$ cat src/rtl/md5_batch_ctrl_if.sv
// Host, stream and match-block signals of the MD5 batch sequencer.
// Handshake: a stream byte moves on a rising clk edge where s_valid and s_ready
// are both high; s_data must be stable while s_valid is high, and s_ready may
// depend only on controller state, never combinationally on s_valid.
interface md5_batch_ctrl_if;
    logic         cmd_start;
    logic         cmd_abort;
    logic [31:0]  cmd_num_bytes;
    logic [5:0]   cmd_str_len;
    logic [127:0] cmd_target_hash;
    logic [7:0]   s_data;
    logic         s_valid;
    logic         s_ready;
    logic         proc_start;
    logic [7:0]   proc_data;
    logic         proc_data_valid;
    logic [127:0] proc_target_hash;
    logic [15:0]  proc_str_len;
    logic         proc_last;
    logic         proc_match_char_next;
    logic         proc_done;
    logic         proc_match;
    logic [31:0]  proc_byte_pos;
    logic [7:0]   proc_match_char;
    logic [7:0]   res_char;
    logic         res_char_valid;
    logic         res_valid;
    logic         res_match;
    logic [31:0]  res_byte_pos;
    logic         busy;
    logic         err;
    logic [2:0]   dbg_state;

    // Controller view.
    modport slave (
        input  cmd_start, cmd_abort, cmd_num_bytes, cmd_str_len, cmd_target_hash,
        input  s_data, s_valid,
        input  proc_done, proc_match, proc_byte_pos, proc_match_char,
        output s_ready, proc_start, proc_data, proc_data_valid, proc_target_hash,
        output proc_str_len, proc_last, proc_match_char_next,
        output res_char, res_char_valid, res_valid, res_match, res_byte_pos,
        output busy, err, dbg_state
    );

    // Host / match-block view.
    modport master (
        output cmd_start, cmd_abort, cmd_num_bytes, cmd_str_len, cmd_target_hash,
        output s_data, s_valid,
        output proc_done, proc_match, proc_byte_pos, proc_match_char,
        input  s_ready, proc_start, proc_data, proc_data_valid, proc_target_hash,
        input  proc_str_len, proc_last, proc_match_char_next,
        input  res_char, res_char_valid, res_valid, res_match, res_byte_pos,
        input  busy, err, dbg_state
    );
endinterface

$ cat src/rtl/md5_batch_ctrl.sv
// Batch sequencer for one string_process_match block and its MD5 core:
// start pulse, byte forwarding, pipeline drain, end pulse, match readout, report.
module md5_batch_ctrl #(
    parameter int DRAIN_CYCLES  = 66,
    parameter int MAX_STR_BYTES = 55,
    parameter int DONE_TIMEOUT  = 16
) (
    input  logic             clk,
    input  logic             reset,
    md5_batch_ctrl_if.slave  bus
);
    typedef enum logic [2:0] {
        IDLE, START, STREAM, DRAIN, LAST, WAIT_DONE, READOUT, REPORT
    } state_t;

    state_t       state_q, state_d;
    logic         abort_q, abort_d;      // LAST entered through abort returns to IDLE
    logic [31:0]  num_bytes_q;
    logic [5:0]   str_len_q;
    logic [127:0] target_q;
    logic [15:0]  proc_str_len_q;
    logic [31:0]  byte_cnt_q;
    logic [31:0]  drain_cnt_q;
    logic [31:0]  to_cnt_q;
    logic [5:0]   char_cnt_q;
    logic [7:0]   proc_data_q;
    logic         proc_data_valid_q;
    logic [7:0]   res_char_q;
    logic         res_char_valid_q;
    logic         res_match_q;
    logic [31:0]  res_byte_pos_q;
    logic         err_q;

    logic start_ok;
    logic xfer;
    logic timeout;

    assign start_ok = bus.cmd_start && (bus.cmd_str_len != 6'd0) &&
                      (32'(bus.cmd_str_len) <= 32'(MAX_STR_BYTES));
    assign xfer     = (state_q == STREAM) && bus.s_valid;
    assign timeout  = (to_cnt_q == 32'(DONE_TIMEOUT - 1));

    // State register.
    always_ff @(posedge clk) begin
        if (reset) begin
            state_q <= IDLE;
            abort_q <= 1'b0;
        end else begin
            state_q <= state_d;
            abort_q <= abort_d;
        end
    end

    // Next-state logic; abort overrides every other transition outside IDLE.
    always_comb begin
        state_d = state_q;
        abort_d = abort_q;
        case (state_q)
            IDLE: begin
                if (start_ok) begin
                    state_d = START;
                    abort_d = 1'b0;
                end
            end
            START:     state_d = (num_bytes_q == 32'd0) ? DRAIN : STREAM;
            STREAM:    if (xfer && (byte_cnt_q == num_bytes_q - 32'd1)) state_d = DRAIN;
            DRAIN:     if (!proc_data_valid_q && (drain_cnt_q == 32'(DRAIN_CYCLES - 1)))
                           state_d = LAST;
            LAST:      state_d = abort_q ? IDLE : WAIT_DONE;
            WAIT_DONE: begin
                if (bus.proc_done)  state_d = bus.proc_match ? READOUT : REPORT;
                else if (timeout)   state_d = REPORT;
            end
            READOUT:   if (char_cnt_q == str_len_q - 6'd1) state_d = REPORT;
            REPORT:    state_d = IDLE;
            default:   state_d = IDLE;
        endcase
        if ((state_q != IDLE) && bus.cmd_abort) begin
            state_d = LAST;
            abort_d = 1'b1;
        end
    end

    // Batch latches, counters and registered outputs.
    always_ff @(posedge clk) begin
        if (reset) begin
            num_bytes_q       <= '0;
            str_len_q         <= '0;
            target_q          <= '0;
            proc_str_len_q    <= '0;
            byte_cnt_q        <= '0;
            drain_cnt_q       <= '0;
            to_cnt_q          <= '0;
            char_cnt_q        <= '0;
            proc_data_q       <= '0;
            proc_data_valid_q <= 1'b0;
            res_char_q        <= '0;
            res_char_valid_q  <= 1'b0;
            res_match_q       <= 1'b0;
            res_byte_pos_q    <= '0;
            err_q             <= 1'b0;
        end else begin
            err_q             <= 1'b0;
            proc_data_valid_q <= xfer;
            res_char_valid_q  <= (state_q == READOUT);
            if (xfer) proc_data_q <= bus.s_data;
            if (state_q == READOUT) res_char_q <= bus.proc_match_char;

            if (state_q == IDLE && bus.cmd_start) begin
                if (start_ok) begin
                    num_bytes_q    <= bus.cmd_num_bytes;
                    str_len_q      <= bus.cmd_str_len;
                    target_q       <= bus.cmd_target_hash;
                    proc_str_len_q <= {7'd0, bus.cmd_str_len, 3'd0};
                    res_match_q    <= 1'b0;
                    res_byte_pos_q <= '0;
                end else begin
                    err_q <= 1'b1;
                end
            end

            if (state_q == START)      byte_cnt_q <= '0;
            else if (xfer)             byte_cnt_q <= byte_cnt_q + 32'd1;

            // Drain counting begins once the last forwarded byte has been presented.
            if (state_q != DRAIN)        drain_cnt_q <= '0;
            else if (!proc_data_valid_q) drain_cnt_q <= drain_cnt_q + 32'd1;

            to_cnt_q   <= (state_q == WAIT_DONE) ? to_cnt_q + 32'd1 : '0;
            char_cnt_q <= (state_q == READOUT) ? char_cnt_q + 6'd1 : '0;

            if (state_q == WAIT_DONE && !bus.cmd_abort) begin
                if (bus.proc_done) begin
                    res_match_q    <= bus.proc_match;
                    res_byte_pos_q <= bus.proc_byte_pos;
                end else if (timeout) begin
                    err_q          <= 1'b1;
                    res_match_q    <= 1'b0;
                    res_byte_pos_q <= '0;
                end
            end
        end
    end

    assign bus.s_ready              = (state_q == STREAM);
    assign bus.proc_start           = (state_q == START);
    assign bus.proc_last            = (state_q == LAST);
    assign bus.proc_match_char_next = (state_q == READOUT);
    assign bus.res_valid            = (state_q == REPORT);
    assign bus.busy                 = (state_q != IDLE);
    assign bus.proc_data            = proc_data_q;
    assign bus.proc_data_valid      = proc_data_valid_q;
    assign bus.proc_target_hash     = target_q;
    assign bus.proc_str_len         = proc_str_len_q;
    assign bus.res_char             = res_char_q;
    assign bus.res_char_valid       = res_char_valid_q;
    assign bus.res_match            = res_match_q;
    assign bus.res_byte_pos         = res_byte_pos_q;
    assign bus.err                  = err_q;
    assign bus.dbg_state            = state_q;
endmodule

$ cat src/flat_wrapper.sv
// flat-port wrapper written by rule: the top's interface ports become plain ports
module md5_batch_ctrl_flat 
#(
    parameter int DRAIN_CYCLES  = 66,
    parameter int MAX_STR_BYTES = 55,
    parameter int DONE_TIMEOUT  = 16
)
  (clk, reset, bus_cmd_start, bus_cmd_abort, bus_cmd_num_bytes, bus_cmd_str_len, bus_cmd_target_hash, bus_s_data, bus_s_valid, bus_proc_done, bus_proc_match, bus_proc_byte_pos, bus_proc_match_char, bus_s_ready, bus_proc_start, bus_proc_data, bus_proc_data_valid, bus_proc_target_hash, bus_proc_str_len, bus_proc_last, bus_proc_match_char_next, bus_res_char, bus_res_char_valid, bus_res_valid, bus_res_match, bus_res_byte_pos, bus_busy, bus_err, bus_dbg_state);
  md5_batch_ctrl_if bus_i ();
  input  logic clk;
  input  logic reset;
  input wire logic [$bits(bus_i.cmd_start)-1:0] bus_cmd_start;
  input wire logic [$bits(bus_i.cmd_abort)-1:0] bus_cmd_abort;
  input wire logic [$bits(bus_i.cmd_num_bytes)-1:0] bus_cmd_num_bytes;
  input wire logic [$bits(bus_i.cmd_str_len)-1:0] bus_cmd_str_len;
  input wire logic [$bits(bus_i.cmd_target_hash)-1:0] bus_cmd_target_hash;
  input wire logic [$bits(bus_i.s_data)-1:0] bus_s_data;
  input wire logic [$bits(bus_i.s_valid)-1:0] bus_s_valid;
  input wire logic [$bits(bus_i.proc_done)-1:0] bus_proc_done;
  input wire logic [$bits(bus_i.proc_match)-1:0] bus_proc_match;
  input wire logic [$bits(bus_i.proc_byte_pos)-1:0] bus_proc_byte_pos;
  input wire logic [$bits(bus_i.proc_match_char)-1:0] bus_proc_match_char;
  output wire logic [$bits(bus_i.s_ready)-1:0] bus_s_ready;
  output wire logic [$bits(bus_i.proc_start)-1:0] bus_proc_start;
  output wire logic [$bits(bus_i.proc_data)-1:0] bus_proc_data;
  output wire logic [$bits(bus_i.proc_data_valid)-1:0] bus_proc_data_valid;
  output wire logic [$bits(bus_i.proc_target_hash)-1:0] bus_proc_target_hash;
  output wire logic [$bits(bus_i.proc_str_len)-1:0] bus_proc_str_len;
  output wire logic [$bits(bus_i.proc_last)-1:0] bus_proc_last;
  output wire logic [$bits(bus_i.proc_match_char_next)-1:0] bus_proc_match_char_next;
  output wire logic [$bits(bus_i.res_char)-1:0] bus_res_char;
  output wire logic [$bits(bus_i.res_char_valid)-1:0] bus_res_char_valid;
  output wire logic [$bits(bus_i.res_valid)-1:0] bus_res_valid;
  output wire logic [$bits(bus_i.res_match)-1:0] bus_res_match;
  output wire logic [$bits(bus_i.res_byte_pos)-1:0] bus_res_byte_pos;
  output wire logic [$bits(bus_i.busy)-1:0] bus_busy;
  output wire logic [$bits(bus_i.err)-1:0] bus_err;
  output wire logic [$bits(bus_i.dbg_state)-1:0] bus_dbg_state;
  assign bus_i.cmd_start = bus_cmd_start;
  assign bus_i.cmd_abort = bus_cmd_abort;
  assign bus_i.cmd_num_bytes = bus_cmd_num_bytes;
  assign bus_i.cmd_str_len = bus_cmd_str_len;
  assign bus_i.cmd_target_hash = bus_cmd_target_hash;
  assign bus_i.s_data = bus_s_data;
  assign bus_i.s_valid = bus_s_valid;
  assign bus_i.proc_done = bus_proc_done;
  assign bus_i.proc_match = bus_proc_match;
  assign bus_i.proc_byte_pos = bus_proc_byte_pos;
  assign bus_i.proc_match_char = bus_proc_match_char;
  assign bus_s_ready = bus_i.s_ready;
  assign bus_proc_start = bus_i.proc_start;
  assign bus_proc_data = bus_i.proc_data;
  assign bus_proc_data_valid = bus_i.proc_data_valid;
  assign bus_proc_target_hash = bus_i.proc_target_hash;
  assign bus_proc_str_len = bus_i.proc_str_len;
  assign bus_proc_last = bus_i.proc_last;
  assign bus_proc_match_char_next = bus_i.proc_match_char_next;
  assign bus_res_char = bus_i.res_char;
  assign bus_res_char_valid = bus_i.res_char_valid;
  assign bus_res_valid = bus_i.res_valid;
  assign bus_res_match = bus_i.res_match;
  assign bus_res_byte_pos = bus_i.res_byte_pos;
  assign bus_busy = bus_i.busy;
  assign bus_err = bus_i.err;
  assign bus_dbg_state = bus_i.dbg_state;
  md5_batch_ctrl #(.DRAIN_CYCLES(DRAIN_CYCLES), .MAX_STR_BYTES(MAX_STR_BYTES), .DONE_TIMEOUT(DONE_TIMEOUT)) u_core (.clk(clk), .reset(reset), .bus(bus_i));
endmodule
$ cat config.mk
export PLATFORM = sky130hd
export DESIGN_NAME = md5_batch_ctrl_flat
export DESIGN_NICKNAME = d
export VERILOG_FILES = /design/src/rtl/md5_batch_ctrl_if.sv /design/src/rtl/md5_batch_ctrl.sv /design/src/flat_wrapper.sv
export SDC_FILE = /design/constraint.sdc
export NUM_CORES = 1
export LEC_CHECK = 0
export CORE_MARGIN = 8
export CORE_UTILIZATION = 47
export CTS_CLUSTER_SIZE = 8
export DETAILED_ROUTE_END_ITERATION = 7
export PLACE_DENSITY = 0.85
export SLEW_MARGIN = 10
export SYNTH_ARGS = -nofsm -noshare
export SYNTH_HDL_FRONTEND = slang
export SYNTH_SLANG_ARGS = --single-unit
$ cat constraint.sdc
create_clock -name clk -period 2.9 [get_ports clk]
set_input_delay 0.29 -clock clk [delete_from_list [all_inputs] [get_ports clk]]
set_output_delay 0.29 -clock clk [all_outputs]
set_load 0.005 [all_outputs]
**After elaboration in Yosys (flattened, before gate mapping)**

Cells that the tools add are included.

- Reductions and logical operators: 25
- Equality and inequality tests: 22
- Bitwise logic cells: 2
- Magnitude comparators: 1
- Add/sub/neg operators: 6
- Muxes and demuxes: 29

Operators with widths:

| kind | count |
|---|---|
| $mux 32 | 5 |
| $add 32x1->32 const B | 3 |
| $eq 32x32->1 | 1 |
| $eq 32x4->1 const B | 1 |
| $eq 32x7->1 const B | 1 |
| $logic_not 32->1 | 1 |
| $sub 32x1->32 const B | 1 |
| $mux 3 | 8 |
| $pmux 3 s8 | 1 |
| $mux 1 | 15 |
| $eq 3x3->1 const B | 4 |
| $ne 3x1->1 const B | 4 |
| $reduce_and 5->1 | 2 |
| $reduce_or 2->1 | 5 |
| $logic_and 1x1->1 | 8 |
| $ne 2x1->1 const B | 4 |
| $add 6x1->6 const B | 1 |
| $eq 3x2->1 const B | 2 |
| $eq 6x6->1 | 1 |
| $le 6x6->1 const B | 1 |
| $ne 3x2->1 const B | 2 |
| $reduce_bool 6->1 | 1 |
| $sub 6x1->6 const B | 1 |
| $ne 4x2->1 const B | 1 |
| 7 further kinds | 11 |

- Output and inout port bits: 205
- Logic and storage cells: 102
- Input port bits: 221
- Flip-flop bits (word level): 324

**Logic depth before layout (Yosys ltp)**

- Depth in word-level cells: 8
- Gate-level depth with buffers: 10
- Depth with buffers taken out: 10

**Least setup slack after synthesis**

OpenSTA, ideal clock, no wires.

- Path kind: reg-to-reg
- Start point: register u_core.num_bytes_q[4]
- End point: register u_core.state_q[0] (netlist: u_core.bus.dbg_state[0])
- Clock period less this slack: 2696 ps
- Slack: 204 ps
- Stages on the path, launching flop included: 10
- Path buffers: 1
- Arrival: 2617 ps
- Data required time: 2821 ps
- Library setup time: 79 ps
- Path through: dfxtp_1 buf_6 nor4_4 nand2_4 or4_4 a2111oi_4 o211ai_1 o31ai_1 nand3_1 a211oi_2

- Word-level cells in the longest chain between the ends: 5
- Elaborated cells on any way between the ends: 8
- Those cells by class: add/sub: 1; eq/ne: 2; mux: 2; reduce/logical: 3

Ends and longest elaborated chain:

| element | RTL line | RTL |
|---|---|---|
| start: declaration | md5_batch_ctrl.sv:18 | `logic [31:0] num_bytes_q;` |
| start signal: assignment | md5_batch_ctrl.sv:111 | `num_bytes_q <= bus.cmd_num_bytes;` |
| $sub 32x1->32 | md5_batch_ctrl.sv:66 | `STREAM: if (xfer && (byte_cnt_q == num_bytes_q - 32'd1)) state_d = DRAIN;` |
| $eq 32x32->1 | md5_batch_ctrl.sv:66 |  |
| $logic_and 1x1->1 | md5_batch_ctrl.sv:66 |  |
| $ne 2x1->1 (no source line) | n/a |  |
| $reduce_and 5->1 (no source line) | n/a |  |
| end signal: assignment | md5_batch_ctrl.sv:49 | `state_q <= state_d;` |
| end: declaration | md5_batch_ctrl.sv:16 | `state_t state_q, state_d;` |

Several ways; a longest one is shown, not always the timed one.
A chain may end at the register's enable or synchronous reset.

**Worst setup path after layout**

- Start point: register u_core.num_bytes_q[0]
- End point: register u_core.state_q[0] (netlist: u_core.bus.dbg_state[0])

The elaborated chain is that of the path after synthesis.

==> impl_results.rst <==
.. list-table::
   :header-rows: 1

   * - Metric
     - Value
   * - Fraction of registers with async set or reset after synthesis
     - 0
   * - Clock slew at reported path FFs
     - around 50 ps
   * - Fraction of met1 tracks used by global routing
     - 0.2812
   * - Total detailed-routing wirelength
     - between 40 and 50 mm
   * - Core region area
     - 28550 sq um
   * - Nets
     - roughly 2.3k
   * - Startpoint Class
     - register
   * - Part of the power in the clock network
     - 0.370
   * - Via count of the first global-routing pass
     - 13.34k
   * - Final standard cell count with taps included and fillers excluded
     - ~2.5k
   * - Hold crit path type
     - input pin to register
   * - Die width
     - roughly 190 microns
   * - Delay-heaviest family, CP
     - simple AND/OR/NAND/NOR gates
   * - Detailed-route via count
     - around 13k
   * - Sum of buffers and inverters on the critical path
     - 1
   * - Number of distinct library cells after synthesis
     - 67
   * - # H-tree levels
     - 2
   * - Area of the mapped netlist
     - 13530 sq um
   * - Min-delay src
     - reset
   * - Final worst path period need
     - around 2800 ps
   * - First-pass GRT wire length
     - 71.28 mm
   * - Proportion of synthesized chip area in sequential cells
     - 0.4794
   * - IR Drop Worst-Case VDD
     - 0.5508 mV
   * - Antenna violations before repair
     - 5
   * - Total I/O pin count
     - between 400 and 500
   * - Warning count from the yosys run
     - 0
   * - List of cells traversed by the critical path
     - inv_1 > ha_1 > nor3b_4 > nand2_4 > or4_4 > a2111oi_4 > o211ai_1 > o31ai_2 > nand3_1 > a211oi_2
   * - Area growth syn-to-layout
     - 42.95%
   * - Period utilisation layout
     - 0.9567
   * - Ant diodes
     - 0
   * - Clock tree from TritonCTS
     - done
   * - Unrepaired setup endpoints after global routing
     - no
   * - Setup Fix Bufs, Post-CTS
     - 0
   * - Clock network latency to the later pin of the worst-skew pair
     - 530 ps
   * - Switching part of the total
     - 0.2856
   * - Pin count of the biggest net entering global routing
     - 168
   * - Classification of the worst setup path
     - register to register
   * - Final clock skew
     - roughly 17 ps
   * - DIE AREA
     - ~34000 sq um
   * - Overall Power
     - 12.60 mW
   * - Post-CTS sizing
     - 0
   * - Net switching power
     - around 3.6 mW
   * - Launch point of the critical path
     - u_core.num_bytes_q[0]$_SDFFE_PP0P_
   * - Part of the total power dissipated in combinational logic
     - 0.232
   * - Met2 Resource Use GR
     - 0.4366
   * - Clk sink count
     - 324
   * - Maximum net fanout on the critical path
     - 5
   * - HPWL reported at the end of detailed placement
     - about 34 mm
   * - Total number of placement rows
     - 62
   * - Top FF cell, synth
     - sky130_fd_sc_hd__dfxtp_1
   * - Setup Viol. Count Final
     - 0
   * - Max stage delay on crit path
     - 530 ps
   * - Fraction of final layout cells with drive strength greater than 1
     - 0.05286
   * - Number of placed cells counting well taps
     - 2415
   * - Worst Max-Slew Pin Slew
     - 836.1 ps
   * - Number of optimization iterations in the first detailed-route pass
     - 5
   * - Critical Path AT
     - 3230 ps
   * - Post-route DRC
     - 0
   * - Global Route met3 Usage
     - 0.09916
   * - Initial core utilization
     - 0.4740
   * - Post-Syn Instances
     - ~1.7k
   * - Global-route usage over all layers
     - 0.2592
   * - Routed WL per cell
     - 18.87 microns
   * - Filler Cells Inserted
     - ~2.3k
   * - Leakage power figure
     - 6.916 nW
   * - Tightest hold margin
     - 146.1 ps
   * - Buffers on Ports
     - 415
   * - Vias per cell
     - 5.408
   * - Max frequency
     - about 360 MHz
   * - Flip-flop and latch count after synthesis
     - roughly 320
   * - Sequential power share
     - 0.398
   * - Pwr Density
     - 651.7 nW/um^2
   * - Maximum buffer depth of the clock tree
     - 3
   * - Endpoint type of the worst setup path
     - register
   * - Internal power summed over all cells
     - 9.005 mW
   * - Routability congestion estimate
     - 0.9116
   * - Worst-case headroom to the max-slew limit
     - 0.4426
   * - Max Cap Viol
     - 0
   * - First-iteration detailed-routing DRC count
     - 956
   * - Routed Antenna Nets
     - 0
   * - Status
     - finished clean
   * - Number of buffers created by CTS
     - 46
   * - Mean area per synthesized cell
     - between 8 and 9 sq um
   * - Number of flops mapped to enable cells by yosys
     - 0
   * - Residual overflow from global routing
     - 0
   * - Reg-to-reg startpoint
     - u_core.num_bytes_q[0]$_SDFFE_PP0P_
   * - Global routing's busiest layer
     - met2
   * - Buffer cell driving the clock tree root
     - sky130_fd_sc_hd__clkbuf_16
   * - Slew Limit Fails
     - 0
   * - Height of the chip
     - 185.7 microns
   * - Worst path required time
     - 3350 ps
   * - Count of final hold-check violations
     - 0
   * - CTS Hold Buffers Added
     - 0
   * - Slowest stage cell on the critical path
     - sky130_fd_sc_hd__or4_4
[cell usage after synthesis (4+ instances only)]
cell,instances,area (sq um)
sky130_fd_sc_hd__o31ai_1,4,30.03
sky130_fd_sc_hd__a31oi_1,5,31.28
sky130_fd_sc_hd__nand2b_1,7,43.79
sky130_fd_sc_hd__nand3_1,46,230.2
sky130_fd_sc_hd__nor4_1,25,156.4
sky130_fd_sc_hd__clkbuf_1,93,349.1
sky130_fd_sc_hd__nor2_1,165,619.3
sky130_fd_sc_hd__nand2_1,417,1565
sky130_fd_sc_hd__buf_4,10,75.07
sky130_fd_sc_hd__inv_1,17,63.81
sky130_fd_sc_hd__a21oi_1,203,1016
sky130_fd_sc_hd__nand4_1,26,162.7
sky130_fd_sc_hd__and4_1,6,52.55
sky130_fd_sc_hd__nor3_1,26,130.1
sky130_fd_sc_hd__ha_1,8,100.1
sky130_fd_sc_hd__o21ai_0,15,75.07
sky130_fd_sc_hd__and3_1,20,125.1
sky130_fd_sc_hd__and2_1,6,37.54
sky130_fd_sc_hd__xnor2_1,60,525.5
sky130_fd_sc_hd__nand3b_1,4,30.03
sky130_fd_sc_hd__a22oi_1,34,255.2
sky130_fd_sc_hd__xor2_1,77,674.4
sky130_fd_sc_hd__or3_1,14,87.58
sky130_fd_sc_hd__nor4b_1,6,52.55
sky130_fd_sc_hd__o22ai_1,4,25.02
sky130_fd_sc_hd__dfxtp_1,324,6486
sky130_fd_sc_hd__or2_2,4,25.02
[path summary, 6_finish.rpt]
check / to / slack (ps) / cells after the start
worst max-delay path: u_core.bus.dbg_state[0]$_SDFFE_PP0P_ / 130 / 10
worst min-delay path: u_core.bus.res_byte_pos[31]$_SDFF_PP0_ / 150 / 2
worst max register to register: u_core.bus.dbg_state[0]$_SDFFE_PP0P_ / 130 / 10
worst min register to register: u_core.bus.proc_target_hash[44]$_SDFFE_PP0P_ / 450 / 2
[flip-flops by register name, indices dropped and copies added (netlist names), 3 cells and up]
| register | flops |
|---|---|
| u_core.bus.res_char | 8 |
| u_core.char_cnt_q | 6 |
| u_core.bus.proc_data | 8 |
| u_core.drain_cnt_q | 32 |
| u_core.bus.res_byte_pos | 32 |
| u_core.str_len_q | 6 |
| u_core.bus.dbg_state | 3 |
| u_core.byte_cnt_q | 32 |
| u_core.to_cnt_q | 32 |
| u_core.bus.proc_target_hash | 128 |
| u_core.num_bytes_q | 32 |
[power by group through the flow]
stage	Sequential (mW)	Combinational (mW)	Clock, mW
final	5.01	2.93	4.67
after detailed placement	5.08	2.87	0
after global routing	5.05	3.17	4.93
after floorplan	5.07	1.43	0
after CTS	5.00	2.90	4.74
after global placement	5.07	2.82	0
[cells in the final DEF, fill, tap and decap left out, drive strengths merged, types with 27 or more instances in the layout]
cell type / synthesis / routed
a22oi: 34 / 34
nand2: 418 / 418
xnor2: 60 / 60
nor2: 165 / 165
xor2: 77 / 77
clkdlybuf4s50: 0 / 414
a21oi: 203 / 203
dfxtp: 324 / 324
clkbuf: 93 / 48
nand3: 46 / 46
nand4: 27 / 27
nor4: 27 / 27
buf: 15 / 36
[layer usage]
metal	routed length, microns	share of wire
met5	63	0.0014
met4	2586	0.056
met3	4712	0.10
met2	22350	0.48
met1	16800	0.36
[logic make-up (layout without fill, tap and decap cells)]
family	after synthesis	after routing	share of synthesized area
buffers and inverters	127	519	0.03865
xor gates and xnor gates	138	138	0.09044
DFF	324	324	0.4794
adders and majority gates	8	8	0.007398
other	1	10	0.0002772
and+or+nand+nor	794	794	0.2616
AOI/OAI and AO/OA	288	288	0.1222
[through the flow]
stage	area, sq um	TNS (ps)	setup WS [ps]	util
after detailed placement	18090	-6.782	-6.782	0.6335
after global routing	19340	0	4.889	0.6776
after floorplan	13560	0	204.0	-
final	19340	0	125.7	0.6776
after global placement	18090	0	107.2	0.6335
after CTS	19300	0	8.952	0.6762
[area by class of cell]
| class | instances | area (sq um) | share of cell area |
|---|---|---|---|
| Sequential cell | 324 | 6486 | 0.3353 |
| Multi-Input combinational cell | 1238 | 6619 | 0.3422 |
| Inverter | 19 | 71.32 | 0.003687 |
| Clock inverter | 2 | 38.79 | 0.002005 |
| Tap cell | 384 | 480.5 | 0.02484 |
| Timing Repair Buffer | 450 | 4468 | 0.2310 |
| Clock buffer | 48 | 1179 | 0.06094 |
(Power assumes the default switching activity.)
